[src/rtl/shared_dff_arbiter.sv]
// rtl/shared_dff_arbiter.sv - arbitrates N requesters onto one shared W-bit register
// Define SHARED_DFF_ARB_RR_EN for round-robin arbitration; fixed lowest-index priority otherwise.
module shared_dff_arbiter #(
    parameter int N = 4,
    parameter int W = 8
) (
    input  logic                 clk,
    input  logic                 rst,
    input  logic [N-1:0]         req,
    input  logic [N*W-1:0]       wdata,
    output logic [N-1:0]         gnt,
    output logic [W-1:0]         q,
    output logic [$clog2(N)-1:0] q_owner,
    output logic                 q_valid
);

    localparam int IW = $clog2(N);
    localparam logic [0:0] IDLE  = 1'b0;
    localparam logic [0:0] GRANT = 1'b1;

    logic [0:0]    state;
    logic [IW-1:0] win;
    logic [IW-1:0] pick;

`ifdef SHARED_DFF_ARB_RR_EN
    localparam logic [IW:0] NV = (IW+1)'(N);
    logic [IW-1:0] ptr;
    logic [IW:0]   sum;
    logic [IW-1:0] idx;

    // Scan offsets from far to near so the first requester at or after ptr wins.
    always_comb begin
        pick = '0;
        sum  = '0;
        idx  = '0;
        for (int k = N - 1; k >= 0; k--) begin
            sum = {1'b0, ptr} + (IW+1)'(k);
            if (sum >= NV) begin
                sum = sum - NV;
            end
            idx = sum[IW-1:0];
            if (req[idx]) begin
                pick = idx;
            end
        end
    end
`else
    always_comb begin
        pick = '0;
        for (int i = N - 1; i >= 0; i--) begin
            if (req[i]) begin
                pick = IW'(i);
            end
        end
    end
`endif

    always_ff @(posedge clk or posedge rst) begin
        if (rst) begin
            state   <= IDLE;
            gnt     <= '0;
            win     <= '0;
            q       <= '0;
            q_owner <= '0;
            q_valid <= 1'b0;
`ifdef SHARED_DFF_ARB_RR_EN
            ptr     <= '0;
`endif
        end else if (state == IDLE) begin
            if (|req) begin
                win   <= pick;
                gnt   <= {{(N-1){1'b0}}, 1'b1} << pick;
                state <= GRANT;
            end
        end else begin
            // A requester that withdrew during its grant cycle cancels the write.
            if (req[win]) begin
                q       <= wdata[int'(win)*W +: W];
                q_owner <= win;
                q_valid <= 1'b1;
            end
            gnt   <= '0;
            state <= IDLE;
`ifdef SHARED_DFF_ARB_RR_EN
            if (win == IW'(N - 1)) begin
                ptr <= '0;
            end else begin
                ptr <= win + 1'b1;
            end
`endif
        end
    end

endmodule

[config.mk]
export PLATFORM = sky130hd
export DESIGN_NAME = shared_dff_arbiter
export DESIGN_NICKNAME = d
export VERILOG_FILES = /design/src/rtl/shared_dff_arbiter.sv
export SDC_FILE = /design/constraint.sdc
export NUM_CORES = 1
export LEC_CHECK = 0
export CAP_MARGIN = 15
export CORE_ASPECT_RATIO = 0.9
export CORE_UTILIZATION = 33
export CTS_CLUSTER_DIAMETER = 30
export DETAILED_ROUTE_END_ITERATION = 7
export PLACE_DENSITY = 0.85
export SLEW_MARGIN = 20
export SYNTH_ARGS = -nofsm -noshare
export SYNTH_HDL_FRONTEND = slang
export SYNTH_SLANG_ARGS = --single-unit
[constraint.sdc]
create_clock -name clk -period 1.54 [get_ports clk]
set_input_delay 0.308 -clock clk [delete_from_list [all_inputs] [get_ports clk]]
set_output_delay 0.308 -clock clk [all_outputs]
set_load 0.03 [all_outputs]
# After elaboration in Yosys (flattened, before gate mapping)
# Cells that the tools add are included.
[word_totals]
regBits = 18
elab_cells = 24
out_inout_bits = 15
[classes]
shift = 2
mux = 10
n_lt_le_gt_ge = 1
n_bitwise = 1
reduce_logical = 4
[op_table]
columns = ["cell", "count"]
rows = [
  ["$shiftx 32x6->8", 1],
  ["$mux 2", 4],
  ["$mux 4", 2],
  ["$reduce_and 2->1", 2],
  ["$reduce_or 4->1", 1],
  ["$shl 1x2->4 const A", 1],
  ["$lt 2x3->1 const B", 1],
  ["$mux 1", 3],
  ["$bmux 1 s2", 1],
  ["$reduce_bool 2->1", 1],
  ["$not 1->1", 1],
]

# Depth between registers and ports, before layout
# Gate-level depths: netlist of the first run.
[depth]
ltp_word = 7
depth_mapped = 4
mapped_depth_nobuf = 3

# Worst setup path before layout of the first run
# No wires, ideal clock.
[synth_path]
path_kind = "flip-flop to flip-flop"
from = "register win[0]"
to = "register q[0]"
path_buffers = 1
setup_time_ps = 125
synth_period_minus_slack_ps = 1427
t_arrival_ps = 1302
stages_incl_launch_ff = 4
path_slack_ps = 113
cell_sequence = "dfrtp_1 buf_6 mux4_2 mux2_2"
[synth_via]
elab_chain_cells = 3
[synth_rtl]
columns = ["item", "line_no", "source"]
rows = [
  ["start, declared", "22", "logic [IW-1:0] win;"],
  ["start signal, assigned", "71", "win <= pick;"],
  ["parallel branches: the longest is 3 deep, another holds $shiftx 32x6->8", "--", ""],
  ["end signal, assigned", "78", "q <= wdata[int'(win)*W +: W];"],
  ["end, declared", "12", "output logic [W-1:0] q,"],
]
# Parallel ways; which one is timed is not known. The select of a mux whose other input is x is not followed.
# A chain may end at the register's enable or synchronous reset.

# Final worst setup path of the first run
[layout_path]
from = "input req[3]"
to = "register q[2]"
[layout_via]
elab_chain_cells = 3
[layout_rtl]
columns = ["item", "line_no", "source"]
rows = [
  ["start, declared", "9", "input logic [N-1:0] req,"],
  ["$bmux 1 s2", "77", "if (req[win]) begin"],
  ["$mux 1 (not written as such)", "77", ""],
  ["$reduce_and 2->1 (no line)", "--", ""],
]
# No other way between the ends. The select of a mux whose other input is x is not followed.

==> flow_summary.ini, run 1 <==
[run_status]
result_of_the_run = complete, but fails checks
failed_checks = design-rule violations

[clock_tree]
number_of_buffers_on_the_longest_clock_path = 2
worst_setup_hold_path_clk_slew_ns = 0.11
postCtsHoldBufs = 0
cts_buffers = 3
cts_root_buf = sky130_fd_sc_hd__clkbuf_4
cts.repair_timing.setup_buffer_count = 0
worstSkewPairLatency_ns = 0.29
cts-resized-gates = 16
sinks_on_clock_net = 18
h-tree-depth = 1
cts_tree = yes

[yosys]
synth-seq-cells = 18
postSynthAreaPerCell_sq_um = 14.19
post_synthesis_sequential_area_ratio_pct = 48.85
syn-cell-area_sq_um = 922.1
cells_after_synth = 65
netlist-cell-type-count = 21
synth_fp_nets = 103
ys_warn_count = 0

[place]
buffer_ports.inserted = 52
global_placer_s_final_weighted_congestion = 0.7681
placed_area_sq_um = 1534
preCtsSetupSlack_ns = -0.2456
place_inst = 151
dp_hpwl_mm = 1.914

[setup_path]
critical_path_required_ns = 1.71
worst-endpoint-arrival_ns = 1.66
criticalPathCategory = input port to flip-flop
kind_of_launch_point_of_the_worst_setup_path = input port
worstPathMaxFanout = 10
worst_setup_path_end_kind = flip-flop
worstRegToRegCells = 3

[global_routing]
grt_most_used_layer = met2
met2_usage_pct = 29.84
grt_max_degree = 19
first_global_vias = 785
grt_first_pass_wirelength_mm = 3.712
gr-usage-all-layers_pct = 16.77
grt_antenna_before_repair = 0
grt.met3_usage_pct = 6.219
groute.layer.met1.usage_pct = 19.37
overflow = 0

[sta]
hold_violations = 0
timing.final.setup_violations = 0
fmaxAchievable_mhz = 672.0
fin_setup_tns_ns = 0
timing.max_slew.rel_slack_pct = 75.23
fin_hold_ws_ns = 0.3286
max_slew.worst_pin.slew_ns = 0.3716
clock-skew-final_ns = 0.01285
min_period_ns = 1.488
setup_repair_after_global_routing_missed_its_margin = false
layout_worst_path_cycle_share_pct = 96.63
layout_setup_ws_ns = 0.05193
finalMaxSlewViolations = 0

[die]
floorplan.core_area_sq_um = 2552
initial_core_util_pct = 36.13
fp.dieH_microns = 52.15
placement_rows = 17
io-pin-count = 53
dieArea_sq_um = 3010
chipWidth_microns = 57.72

[finish]
ratio_of_cells_with_drive_above_1_in_the_final_layout_pct = 26.77
post_layout_nonfiller_instances = 155
flow.area_growth_from_synthesis_pct = 68.39
post-route-cell-area_sq_um = 1553
insertedDiodeCount = 0
nNetsFinal = 166

[routing]
detailroute.via_count = 788
detailed_route_vias_per_instance = 5.084
drtIter0Drc = 38
drc_errors = 8
wire_length_after_detailed_routing_mm = 2.366
firstDrtPassIters = 6
antenna_violating_nets_post_route = 0
wl_per_cell_microns = 15.26

[power_and_ir_drop]
p_per_area_nw_per_um2 = 1396
peakVddDrop_mv = 0.3812
power.leakage_uw = 0.0006641

[job]
cap_viol_max_count = 0

[min_path]
worst_hold_path_type = input port to async pin
==> sequential cells by signal (all words and copies together) (netlist names) <==
signal   flops
win          2
q_valid      1
q_owner      2
q            8
gnt          4
state        1
==> cell families (layout without fill, tap and decap cells) <==
group | after synthesis | in the layout | synth area share [%]
AOI/OAI and AO/OA | 11 | 11 | 8.684
buffers and inverters | 6 | 68 | 3.799
DFF | 18 | 18 | 48.85
muxes | 19 | 19 | 32.70
and+or+nand+nor | 11 | 11 | 5.971
==> metal layers <==
layer  part of all wire (%)  wire length [microns]
met2                     49                   1157
met1                     39                    934
met3                     11                    260
met5                      0                      0
met4                   0.51                     12
==> worst paths after layout <==
kind	start	end	slack [ns]
max	req[3]	q[2]	0.05
min	rst	q_valid	0.33
max reg2reg	win[0]	q[3]	0.06
min reg2reg	q_valid	q_valid	0.49
max in group asynchronous	rst	win[0]	0.99
min in group clk	q_valid	q_valid	0.49
==> cells in the mapped netlist (all sizes together) <==
| library cell | instances | share of area, % |
|---|---|---|
| nand2b | 1 | 0.68 |
| o21ai | 2 | 1.1 |
| nand2 | 1 | 0.41 |
| a21oi | 5 | 2.7 |
| o22a | 2 | 2.0 |
| mux2i | 2 | 2.2 |
| inv | 3 | 1.2 |
| nor4b | 1 | 0.95 |
| mux2 | 9 | 11 |
| nor2 | 5 | 2.0 |
| nor4 | 1 | 0.68 |
| o22ai | 1 | 2.2 |
| or2 | 1 | 0.68 |
| nor3 | 1 | 0.54 |
| a31oi | 1 | 0.68 |
| mux4 | 8 | 20 |
| dfrtp | 18 | 49 |
| buf | 3 | 2.6 |
==> area by class of cell <==
cell class / instances / area, sq um
Tap cell: 28 / 35.03
Inverter: 3 / 11.26
Multi-Input combinational cell: 41 / 436.7
Fill cell: 199 / 999.7
Timing Repair Buffer: 61 / 581.8
Sequential cell: 18 / 451.7
Clock buffer: 4 / 36.28
==> critical path: stages <==
cell	delay (ns)
sky130_fd_sc_hd__clkdlybuf4s50_1	0.49
sky130_fd_sc_hd__mux2i_1	0.13
sky130_fd_sc_hd__o22ai_4	0.34
sky130_fd_sc_hd__mux2_2	0.39
==> power by group <==
part           switching [uW]  leakage [uW]  internal [uW]
sequential               88.8      0.000215            636
clock                     141     0.0000210            144
combinational             590      0.000428            569
total                     819      0.000664           1350
==> cells in the final DEF, fill, tap and decap left out <==
cell type,n
sky130_fd_sc_hd__clkbuf_4,3
sky130_fd_sc_hd__nor4_1,1
sky130_fd_sc_hd__or2_2,1
sky130_fd_sc_hd__inv_1,3
sky130_fd_sc_hd__a31oi_1,1
sky130_fd_sc_hd__dfrtp_1,17
sky130_fd_sc_hd__o21ai_0,2
sky130_fd_sc_hd__nand2_1,1
sky130_fd_sc_hd__mux2i_1,2
sky130_fd_sc_hd__buf_4,8
sky130_fd_sc_hd__clkdlybuf4s50_1,37
sky130_fd_sc_hd__mux4_2,8
sky130_fd_sc_hd__dlygate4sd2_1,15
sky130_fd_sc_hd__o22a_1,1
sky130_fd_sc_hd__o22a_2,1
sky130_fd_sc_hd__nand2b_1,1
sky130_fd_sc_hd__nor3_1,1
sky130_fd_sc_hd__o22ai_4,1
sky130_fd_sc_hd__nor2_1,5
sky130_fd_sc_hd__mux2_2,9
sky130_fd_sc_hd__buf_12,1
sky130_fd_sc_hd__clkbuf_8,1
sky130_fd_sc_hd__nor4b_1,1
sky130_fd_sc_hd__dfrtp_2,1
sky130_fd_sc_hd__a21oi_1,5
==> stage by stage <==
step           power, uW  util, %
3_3_place_gp        1975    60.10
4_1_cts             2195    60.83
5_1_grt             2303    60.83
3_5_place_dp        2014    60.10
6_report            2168    60.83
2_1_floorplan       1482        -
No activity file was read; power rests on OpenSTA's default activity.
==> run 2, diff against run 1 <==
--- a/config.mk
+++ b/config.mk
@@ -5,7 +5,6 @@
 export SDC_FILE = /design/constraint.sdc
 export NUM_CORES = 1
 export LEC_CHECK = 0
-export CAP_MARGIN = 15
 export CORE_ASPECT_RATIO = 0.9
 export CORE_UTILIZATION = 33
 export CTS_CLUSTER_DIAMETER = 30
@@ -15,3 +14,4 @@
 export SYNTH_ARGS = -nofsm -noshare
 export SYNTH_HDL_FRONTEND = slang
 export SYNTH_SLANG_ARGS = --single-unit
+export TNS_END_PERCENT = 20
==> results of run 2 <==
No change in the layout: final DEF, timing and power equal those of run 1.
